`src/rtl/seq_loop_monitor.sv`:
```
// seq_loop_monitor
// ----------------
// Watches the probe bundle of a sequential-loop FSM and produces one record
// per loop execution (trip count, latency in cycles, incomplete flag). Records
// are queued in a small FIFO and offered on a valid/ready port. Sticky error
// flags report illegal entries, unexpected exit targets, a finish while a loop
// is running, and records lost to a full FIFO.
//
// Ports
//   clock, reset            : rising-edge clock, async active-high reset
//   cur_state               : observed FSM state this cycle
//   pre_states_valid/pre_loop_state0/1 : legal predecessors of loop entry
//   iter_start_state        : first state of the loop body
//   iter_end_states_valid/iter_end_state0 : back-edge source state
//   loop_quit_state         : state from which the loop leaves
//   post_*/quit_*           : legal exit targets (used only to check exits)
//   one_state_loop          : loop body is a single state
//   one_state_block         : reserved, ignored
//   finish                  : observed design has completed
//   rec_valid/rec_ready     : record handshake
//   rec_trip/rec_latency/rec_incomplete : FIFO head record
//   active                  : monitor is tracking a loop
//   err_*                   : sticky error flags
//   drop_count              : saturating count of dropped records
//
// Handshake: the FIFO head is offered while rec_valid=1 and is held stable
// until an edge with rec_valid && rec_ready pops it; rec_ready while
// rec_valid=0 does nothing. Outputs come only from flops.

module seq_loop_monitor #(
    parameter int FSM_WIDTH  = 2,
    parameter int CNT_WIDTH  = 32,
    parameter int FIFO_DEPTH = 4
) (
    input  logic                 clock,
    input  logic                 reset,
    input  logic [FSM_WIDTH-1:0] cur_state,
    input  logic [1:0]           pre_states_valid,
    input  logic [FSM_WIDTH-1:0] pre_loop_state0,
    input  logic [FSM_WIDTH-1:0] pre_loop_state1,
    input  logic [FSM_WIDTH-1:0] iter_start_state,
    input  logic                 iter_end_states_valid,
    input  logic [FSM_WIDTH-1:0] iter_end_state0,
    input  logic [FSM_WIDTH-1:0] loop_quit_state,
    input  logic                 post_states_valid,
    input  logic [FSM_WIDTH-1:0] post_loop_state0,
    input  logic                 quit_states_valid,
    input  logic [FSM_WIDTH-1:0] quit_loop_state0,
    input  logic                 one_state_loop,
    input  logic                 one_state_block,
    input  logic                 finish,
    output logic                 rec_valid,
    input  logic                 rec_ready,
    output logic [CNT_WIDTH-1:0] rec_trip,
    output logic [CNT_WIDTH-1:0] rec_latency,
    output logic                 rec_incomplete,
    output logic                 active,
    output logic                 err_bad_entry,
    output logic                 err_bad_exit,
    output logic                 err_finish_in_loop,
    output logic                 err_drop,
    output logic [7:0]           drop_count
);

    localparam int PTR_W = $clog2(FIFO_DEPTH);
    localparam int REC_W = 2 * CNT_WIDTH + 1;

    typedef enum logic [1:0] {ST_IDLE, ST_IN_LOOP, ST_DONE} state_t;

    state_t                 state_q, state_d;
    logic [FSM_WIDTH-1:0]   prev_state_q, prev_state_d;
    logic                   first_cycle_q, first_cycle_d;
    logic [CNT_WIDTH-1:0]   trip_q, trip_d;
    logic [CNT_WIDTH-1:0]   lat_q, lat_d;
    logic                   err_bad_entry_q, err_bad_entry_d;
    logic                   err_bad_exit_q, err_bad_exit_d;
    logic                   err_finish_q, err_finish_d;
    logic                   err_drop_q, err_drop_d;
    logic [7:0]             drop_count_q, drop_count_d;
    logic [REC_W-1:0]       mem_q [FIFO_DEPTH];
    logic [REC_W-1:0]       mem_d [FIFO_DEPTH];
    logic [PTR_W-1:0]       wr_ptr_q, wr_ptr_d;
    logic [PTR_W-1:0]       rd_ptr_q, rd_ptr_d;
    logic [PTR_W:0]         count_q, count_d;

    logic                   prev_valid;
    logic                   pre_hit, back_edge, entry_hit, exit_hit;
    logic                   exit_checked, exit_ok;
    logic [CNT_WIDTH-1:0]   trip_inc, lat_inc;
    logic                   push, pop, full, do_write, drop;
    logic [REC_W-1:0]       push_rec;
    logic [REC_W-1:0]       head;

    // Reserved hint, intentionally not used by the monitor.
    logic unused_one_state_block;
    assign unused_one_state_block = one_state_block;

    always_comb begin
        // prev_state carries no information in the first cycle after reset.
        prev_valid = !first_cycle_q;
        pre_hit    = prev_valid &&
                     ((pre_states_valid[0] && prev_state_q == pre_loop_state0) ||
                      (pre_states_valid[1] && prev_state_q == pre_loop_state1));
        // A single-state loop iterates every cycle it stays in its state.
        back_edge  = prev_valid && cur_state == iter_start_state &&
                     ((iter_end_states_valid && prev_state_q == iter_end_state0) ||
                      (one_state_loop && prev_state_q == iter_start_state));
        entry_hit  = cur_state == iter_start_state &&
                     (!prev_valid || prev_state_q != iter_start_state);
        exit_hit   = prev_valid && prev_state_q == loop_quit_state &&
                     cur_state != iter_start_state;
        exit_checked = quit_states_valid || post_states_valid;
        exit_ok    = (quit_states_valid && cur_state == quit_loop_state0) ||
                     (post_states_valid && cur_state == post_loop_state0);
        trip_inc   = (trip_q == '1) ? trip_q : trip_q + CNT_WIDTH'(1);
        lat_inc    = (lat_q == '1) ? lat_q : lat_q + CNT_WIDTH'(1);

        state_d         = state_q;
        prev_state_d    = cur_state;
        first_cycle_d   = 1'b0;
        trip_d          = trip_q;
        lat_d           = lat_q;
        err_bad_entry_d = err_bad_entry_q;
        err_bad_exit_d  = err_bad_exit_q;
        err_finish_d    = err_finish_q;
        push            = 1'b0;
        push_rec        = '0;

        case (state_q)
            ST_IDLE: begin
                if (finish) begin
                    state_d = ST_DONE;
                end else if (entry_hit) begin
                    state_d = ST_IN_LOOP;
                    trip_d  = CNT_WIDTH'(1);
                    lat_d   = CNT_WIDTH'(1);
                    if (!pre_hit) err_bad_entry_d = 1'b1;
                end
            end
            ST_IN_LOOP: begin
                if (exit_hit) begin
                    // The exit cycle itself is not part of the latency, and an
                    // exit coinciding with finish still yields a complete record.
                    push     = 1'b1;
                    push_rec = {trip_q, lat_q, 1'b0};
                    state_d  = finish ? ST_DONE : ST_IDLE;
                    if (exit_checked && !exit_ok) err_bad_exit_d = 1'b1;
                end else begin
                    lat_d  = lat_inc;
                    trip_d = back_edge ? trip_inc : trip_q;
                    if (finish) begin
                        // The finish cycle is counted in the flushed record.
                        push         = 1'b1;
                        push_rec     = {trip_d, lat_d, 1'b1};
                        err_finish_d = 1'b1;
                        state_d      = ST_DONE;
                    end
                end
            end
            ST_DONE: begin
                state_d = ST_DONE;
            end
            default: state_d = ST_IDLE;
        endcase

        // Record FIFO. When full, a push is accepted only if the head leaves
        // on the same edge; in that case the write lands in the slot being
        // freed, since wr_ptr equals rd_ptr when full.
        pop      = (count_q != '0) && rec_ready;
        full     = count_q == (PTR_W+1)'(FIFO_DEPTH);
        do_write = push && (!full || pop);
        drop     = push && full && !pop;

        mem_d    = mem_q;
        wr_ptr_d = wr_ptr_q;
        rd_ptr_d = rd_ptr_q;
        count_d  = count_q;
        if (do_write) begin
            mem_d[wr_ptr_q] = push_rec;
            wr_ptr_d        = wr_ptr_q + PTR_W'(1);
        end
        if (pop) rd_ptr_d = rd_ptr_q + PTR_W'(1);
        if (do_write && !pop) count_d = count_q + (PTR_W+1)'(1);
        if (!do_write && pop) count_d = count_q - (PTR_W+1)'(1);

        err_drop_d   = err_drop_q || drop;
        drop_count_d = drop_count_q;
        if (drop && drop_count_q != 8'hFF) drop_count_d = drop_count_q + 8'd1;
    end

    always_ff @(posedge clock or posedge reset) begin
        if (reset) begin
            state_q         <= ST_IDLE;
            prev_state_q    <= '0;
            first_cycle_q   <= 1'b1;
            trip_q          <= '0;
            lat_q           <= '0;
            err_bad_entry_q <= 1'b0;
            err_bad_exit_q  <= 1'b0;
            err_finish_q    <= 1'b0;
            err_drop_q      <= 1'b0;
            drop_count_q    <= '0;
            wr_ptr_q        <= '0;
            rd_ptr_q        <= '0;
            count_q         <= '0;
            for (int i = 0; i < FIFO_DEPTH; i++) mem_q[i] <= '0;
        end else begin
            state_q         <= state_d;
            prev_state_q    <= prev_state_d;
            first_cycle_q   <= first_cycle_d;
            trip_q          <= trip_d;
            lat_q           <= lat_d;
            err_bad_entry_q <= err_bad_entry_d;
            err_bad_exit_q  <= err_bad_exit_d;
            err_finish_q    <= err_finish_d;
            err_drop_q      <= err_drop_d;
            drop_count_q    <= drop_count_d;
            wr_ptr_q        <= wr_ptr_d;
            rd_ptr_q        <= rd_ptr_d;
            count_q         <= count_d;
            for (int i = 0; i < FIFO_DEPTH; i++) mem_q[i] <= mem_d[i];
        end
    end

    assign head               = mem_q[rd_ptr_q];
    assign rec_valid          = count_q != '0;
    assign rec_trip           = head[REC_W-1 -: CNT_WIDTH];
    assign rec_latency        = head[CNT_WIDTH:1];
    assign rec_incomplete     = head[0];
    assign active             = state_q == ST_IN_LOOP;
    assign err_bad_entry      = err_bad_entry_q;
    assign err_bad_exit       = err_bad_exit_q;
    assign err_finish_in_loop = err_finish_q;
    assign err_drop           = err_drop_q;
    assign drop_count         = drop_count_q;

endmodule

```
`config.mk`:
```
export PLATFORM = sky130hd
export DESIGN_NAME = seq_loop_monitor
export DESIGN_NICKNAME = d
export VERILOG_FILES = /design/src/rtl/seq_loop_monitor.sv
export SDC_FILE = /design/constraint.sdc
export NUM_CORES = 1
export LEC_CHECK = 0
export BUFFER_PORTS_ARGS = -buffer_cell sky130_fd_sc_hd__buf_4
export CAP_MARGIN = 5
export CORE_MARGIN = 2
export CORE_UTILIZATION = 55
export CTS_CLUSTER_DIAMETER = 200
export DETAILED_ROUTE_END_ITERATION = 8
export GPL_ROUTABILITY_DRIVEN = 0
export PLACE_DENSITY = 0.8
export SYNTH_ARGS = -nofsm -noshare
export SYNTH_HDL_FRONTEND = slang
export SYNTH_SLANG_ARGS = --single-unit
export TNS_END_PERCENT = 100
```
`constraint.sdc`:
```
create_clock -name clock -period 11.6 [get_ports clock]
set_clock_uncertainty 0.2 [all_clocks]
set_input_delay 2.32 -clock clock [delete_from_list [all_inputs] [get_ports clock]]
set_output_delay 2.32 -clock clock [all_outputs]
set_load 0.02 [all_outputs]
```
==> impl_metrics.json, run 1 <==
{
  "endpoint_kind": "output pin",
  "syn_nets": 1855,
  "finalHoldViolCount": 0,
  "wirelength_um": 50900,
  "synth.cell_area_um2": 18500,
  "maxSlewHeadroom": 0.282,
  "ys_seq_elements": 348,
  "fp-row-count": 67,
  "cts_inserted_buffers": 38,
  "min_period_over_period": 0.473,
  "synth.distinct_cells": 90,
  "synthArstFlopShare": 1.00,
  "worst-setup-path-type": "reg2out",
  "synth-edff-count": 0,
  "drv_cap": 0,
  "grt-ovfl-total": 0,
  "cp-startpoint": "rd_ptr_q[0]$_DFFE_PP0P_",
  "reg2reg_from": "state_q[1]$_DFFE_PP0P_",
  "cts_tree": "yes",
  "dieWidth_um": 187,
  "clockPowerShare": 0.446,
  "final_net_count": 1866,
  "r2r_slack_ps": 7700,
  "core-area_um2": 33400,
  "cp.arrival_ps": 2960,
  "rsz0062_at_grt": "no",
  "drt_iter0_markers": 1917,
  "yosys_warnings": 0,
  "setup_viol": 0,
  "initial_core_util": 0.555,
  "synth-xor-area-share": 0.0145,
  "setup.worst_path.end": "rec_latency[13]",
  "root_buffer": "clkbuf_16",
  "syn_area_per_cell_um2": 10.2,
  "combPwrFrac": 0.111,
  "area_delta_synth_final_pct": 11.6,
  "r2r_cells": 8,
  "critical_path.max_fanout": 49,
  "p_leak_uw": 0.00900,
  "grt_antenna_before_repair": 0,
  "ios": 106,
  "numPortBuffers": 104,
  "diodes": 0,
  "p_seq_frac": 0.443,
  "cts_resized": 0,
  "worstMarginPinSlew_ps": 1080,
  "vdd_drop_max_mv": 0.115,
  "drc": 0,
  "yosys.area_share.simple": 0.168,
  "final_cell_mix": "345 x dfrtp_1, 235 x nand2_1, 174 x o21ai_0",
  "gr-usage-all-layers": 0.291,
  "clock-sinks": 348,
  "synth_top_family_by_area": "simple AND/OR/NAND/NOR gates",
  "start_kind": "flop",
  "status": "complete, no violations",
  "die_h_um": 187,
  "n_fill_cell": 2638,
  "post_cts_buffers": 0,
  "synth-compound-area-share": 0.160,
  "layout_commonest_cell": "dfrtp_1",
  "finalCriticalPeriod_ps": 5480,
  "max_freq_ghz": 0.182,
  "drive_above_1_share": 0.187,
  "path_clk_slew_ps": 60,
  "required_ps": 9080,
  "utilization": 0.619,
  "synthCells": 1819,
  "vias": 15400,
  "grt_pass1_wl_um": 82100,
  "hold_class": "reg2reg",
  "slew_viol_final": 0,
  "cts.path.max_buffers": 3,
  "hold_buffers": 0,
  "synthAdderAreaFrac": 0.00649,
  "ant_nets": 0,
  "final.setup.tns_ps": 0,
  "dr.pass1.iters": 6,
  "p_int_uw": 2120,
  "muxShareOfSynthArea": 0.135,
  "grt_pass1_vias": 15100,
  "power_switching_uw": 737,
  "viasPerCell": 6.67,
  "worstSkewPairLatency_ps": 550,
  "htree_levels": 2,
  "seq_area_frac_synth": 0.470,
  "worst_hold_slack_ps": 276,
  "wire_per_inst_um": 22.0,
  "hpwl_um": 32500,
  "grt_max_degree": 198,
  "r2r-end": "mem_q[158]$_DFFE_PP0P_",
  "die_area_um2": 35100,
  "power.density_nw_per_um2": 139,
  "synthFlopType": "dfrtp_1",
  "switching_share": 0.258
}
sequential cells by signal, summed over array words and instances, names as in the netlist:
register,flops
drop_count,8
trip_q,32
first_cycle_q,1
err_finish_in_loop,1
lat_q,32
rd_ptr_q,2
err_drop,1
err_bad_exit,1
mem_q,260
state_q,2
count_q,3
err_bad_entry,1
wr_ptr_q,2
prev_state_q,2
per-stage QoR:
stage	setup slack (ps)	std cells	power (uW)	instance area (um^2)
finish	6120	2307	2860	20700
global route	5890	2307	2950	20700
CTS	6030	2307	2880	20700
detailed placement	5890	2238	1610	19300
global placement	5950	2238	1610	19300
floorplan	4420	1819	1530	18500
power by group through the flow:
stage / clock, uW / combinational, uW / sequential, uW
after floorplan: 0 / 266 / 1260
after global placement: 0 / 319 / 1290
after detailed placement: 0 / 323 / 1290
after CTS: 1290 / 322 / 1270
after global routing: 1340 / 345 / 1270
final: 1270 / 318 / 1270
synth_stat cells (all sizes together), types with 19 or more instances:
cell type	number	area, um^2
nand3	70	375
buf	98	533
inv	23	86.3
nor2	105	394
mux4	65	1460
a31oi	73	457
nand2	240	901
xnor2	22	193
a21oi	63	330
nand4	40	256
and2	19	119
mux2	85	957
and3	36	225
nor3	43	235
dfrtp	347	8680
clkbuf	59	223
o21ai	202	1010
nor4	21	165
area by class of cell:
| class | instances | area, um^2 | share of cell area |
|---|---|---|---|
| timing repair buffer | 128 | 973 | 0.0471 |
| inverter | 24 | 93.8 | 0.00454 |
| clock buffer | 58 | 1160 | 0.0560 |
| clock inverter | 11 | 170 | 0.00824 |
| tap | 448 | 561 | 0.0271 |
| multi-input combinational | 1290 | 8980 | 0.435 |
| sequential | 348 | 8710 | 0.422 |
cell families after synthesis:
logic type,after synthesis
simple gates,630
other cells,1
buf+inv,181
mux,157
xor+xnor,29
flops,348
compound gates,464
fa+ha+maj,9
how the worst min path moves through the flow:
stage                                     endpoint  slack, ps                      startpoint  cells after the start
finish                    err_bad_exit$_DFFE_PP0P_        280        err_bad_exit$_DFFE_PP0P_                      1
global route                mem_q[104]$_DFFE_PP0P_        290          mem_q[104]$_DFFE_PP0P_                      1
CTS                         mem_q[241]$_DFFE_PP0P_        280          mem_q[241]$_DFFE_PP0P_                      2
detailed placement            mem_q[0]$_DFFE_PP0P_        270            mem_q[0]$_DFFE_PP0P_                      2
global placement    err_finish_in_loop$_DFFE_PP0P_        250  err_finish_in_loop$_DFFE_PP0P_                      1
floorplan                   mem_q[105]$_DFFE_PP0P_        240          mem_q[105]$_DFFE_PP0P_                      2
critical path, cell delays in order (launching register included):
cell and delay (ps):
dfrtp_4 690, buf_4 850, mux4_2 640, buf_4 180
layer usage:
layer  routed length, um  global-route usage  vias to the layer above  share of wire
li1                    -                   -                     6786              -
met1               20600               0.408                     7633           0.40
met2               22900               0.441                      821           0.45
met3                5040              0.0583                      154          0.099
met4                2300               0.135                        0          0.045
met5                   0                   0                        -              0
(Power assumes the default switching activity.)
==> inputs of run 2 (changes only) <==
Settings changed: ABC_AREA set to 1, PLACE_DENSITY 0.8 to 0.77.
Clock period 11.6 ns to 5.05 ns, I/O delays scaled along.
==> run 2 against run 1 <==
  * Final area rose by 2.0%
  * Critical path type unchanged
  * Cell count grew 35%
  * Power grew to 3.7 times the previous value
  * Sequential cell count is the same
  * Largest cell class unchanged
  * Highest routed layer unchanged
  * Critical endpoint is now rec_latency[0]
==> impl_metrics.json, run 2 <==
{
  "status": "complete, no violations",
  "grt_max_degree": 100,
  "endpoint_kind": "output pin",
  "post_cts_buffers": 0,
  "top_register": "mem_q",
  "htree_levels": 2,
  "multi_input_area_um2": 8860,
  "r2r_slack_ps": 1710,
  "path_clk_slew_ps": 60,
  "power.density_nw_per_um2": 498,
  "drive_above_1_share": 0.0847,
  "max_freq_ghz": 0.237,
  "synth_top_cell_by_area": "dfrtp_1",
  "r2r-end": "mem_q[238]$_DFFE_PP0P_",
  "core-area_um2": 34300,
  "worstMarginPinSlew_ps": 1250,
  "synthCells": 2611,
  "wirelength_um": 53300,
  "initial_core_util": 0.555,
  "ys_seq_elements": 348,
  "worst-setup-path-type": "reg2out",
  "synth.cell_area_um2": 19000,
  "yosys_warnings": 0,
  "cts.path.max_buffers": 3,
  "dieWidth_um": 190,
  "maxSlewHeadroom": 0.166,
  "synth_top_area_frac": 0.457,
  "area_delta_synth_final_pct": 10.8,
  "finalHoldViolCount": 0,
  "clockPowerShare": 0.295,
  "cts_tree": "yes",
  "final.setup.tns_ps": 0,
  "cts_inserted_buffers": 39,
  "critical_path.max_fanout": 96,
  "vdd_drop_max_mv": 0.351,
  "reg2reg_from": "trip_q[0]$_DFFE_PP0P_",
  "p_seq_frac": 0.337,
  "dr.pass1.iters": 8,
  "wire_per_inst_um": 17.1,
  "power_switching_uw": 4180,
  "viasPerCell": 5.78,
  "p_leak_uw": 0.0110,
  "grt_pass1_wl_um": 87200,
  "r2r_cells": 11,
  "layout_commonest_cell": "nand2_1",
  "n_fill_cell": 3053,
  "switching_share": 0.399,
  "finalInstanceArea_um2": 21100,
  "synthFlopType": "dfrtp_1",
  "final_cell_mix": "982 x nand2_1, 361 x nand3_1, 345 x dfrtp_1",
  "cts_resized": 0,
  "seq_area_um2": 8710,
  "finalCriticalPeriod_ps": 4220,
  "numPortBuffers": 104,
  "drt_iter0_markers": 1977,
  "seq_area_frac_synth": 0.458,
  "min_period_over_period": 0.835,
  "die_h_um": 190,
  "gr-usage-all-layers": 0.296,
  "hold_depth": 2,
  "final_net_count": 2665,
  "vias": 18000,
  "ant_nets": 0,
  "hold-path-endpoint": "mem_q[125]$_DFFE_PP0P_",
  "root_buffer": "clkbuf_16",
  "largest_reg_flops": 260,
  "min_from": "mem_q[125]$_DFFE_PP0P_",
  "drc": 0,
  "place_area_um2": 19700,
  "diodes": 0,
  "synth.cells.most_frequent": "982 x nand2_1, 361 x nand3_1, 347 x dfrtp_1, 227 x nor2_1, 220 x o21ai_0",
  "ios": 106,
  "synth.most_common_cell": "nand2_1",
  "top_regs": "mem_q x260, lat_q x32, trip_q x32",
  "setup_viol": 0,
  "syn_area_per_cell_um2": 7.28,
  "hold_class": "reg2reg",
  "grt_pass1_vias": 17100,
  "rsz0062_at_grt": "no",
  "synth.distinct_cells": 41,
  "slew_viol_final": 0,
  "die_area_um2": 36100,
  "syn_nets": 2647,
  "grt_antenna_before_repair": 0,
  "start_kind": "flop",
  "synth-edff-count": 0,
  "cp.arrival_ps": 3010,
  "grt-ovfl-total": 0,
  "hpwl_um": 31200,
  "worstSkewPairLatency_ps": 540,
  "hold_buffers": 0,
  "combPwrFrac": 0.367,
  "fp-row-count": 68,
  "ys_top_cells_by_area": "dfrtp_1 46%, nand2_1 19%, nand3_1 9.5%",
  "p_int_uw": 6310,
  "clock-sinks": 348,
  "drv_cap": 0,
  "required_ps": 3840,
  "synthArstFlopShare": 1.00
}
==> run 2: worst max-delay path, stage by stage (launching register included) <==
cell and delay (ps):
dfrtp_4 690, buf_4 880, o21ai_0 230, o22ai_1 420
buf_4 230
==> run 2: cell families after synthesis <==
kind of cell               share of synthesized area
xor gates and xnor gates                      0.0216
adders and majority gates                    0.00632
and+or+nand+nor                                0.350
DFF                                            0.458
other                                       0.000197
buffers and inverters                         0.0761
AOI/OAI and AO/OA                             0.0876
==> run 2: metrics by stage <==
stage	power, uW	worst slack [ps]	std cells	util	hold slack, ps
after floorplan	5970	-818	2611	-	244
after global placement	7260	1440	3043	0.574	255
after detailed placement	7350	1330	3043	0.574	260
after CTS	10500	901	3112	0.614	276
final	10500	831	3112	0.614	274
after global routing	11000	806	3112	0.614	294
==> run 2: worst max path at each step <==
stage                                  startpoint                      to  cells past startpoint  slack, ps
after floorplan                             reset  count_q[0]$_DFFE_PP0P_                      1       -820
after CTS                 rd_ptr_q[0]$_DFFE_PP0P_          rec_latency[0]                      4        900
after global routing      rd_ptr_q[0]$_DFFE_PP0P_            rec_trip[25]                      4        810
final                     rd_ptr_q[0]$_DFFE_PP0P_          rec_latency[0]                      4        830
after detailed placement      iter_start_state[0]   mem_q[33]$_DFFE_PP0P_                     13       1330
after global placement        iter_start_state[0]   mem_q[35]$_DFFE_PP0P_                     12       1440
==> run 2: area by class of cell <==
class	instances	share of cell area
well taps	455	0.0270
clock inverters	12	0.0115
flip-flops and latches	348	0.414
repair buffers	129	0.0483
clock buffers	57	0.0543
multi-input cells	1981	0.421
inverters	130	0.0244
==> run 2: per-layer routing <==
| layer | GRT usage | wire length (um) | up-vias |
|---|---|---|---|
| met5 | 0 | 0 | - |
| met4 | 0.103 | 1590 | 0 |
| met3 | 0.0457 | 4470 | 124 |
| met2 | 0.470 | 24300 | 795 |
| met1 | 0.415 | 23000 | 8600 |
| li1 | - | - | 8470 |
==> run 2: power by group through the flow <==
| stage | Combinational (uW) | Sequential (uW) | Clock [uW] |
|---|---|---|---|
| after global routing | 4220 | 3580 | 3230 |
| final | 3850 | 3540 | 3100 |
| after floorplan | 2580 | 3390 | 0 |
| after global placement | 3710 | 3550 | 0 |
| after detailed placement | 3790 | 3560 | 0 |
| after CTS | 3810 | 3520 | 3120 |
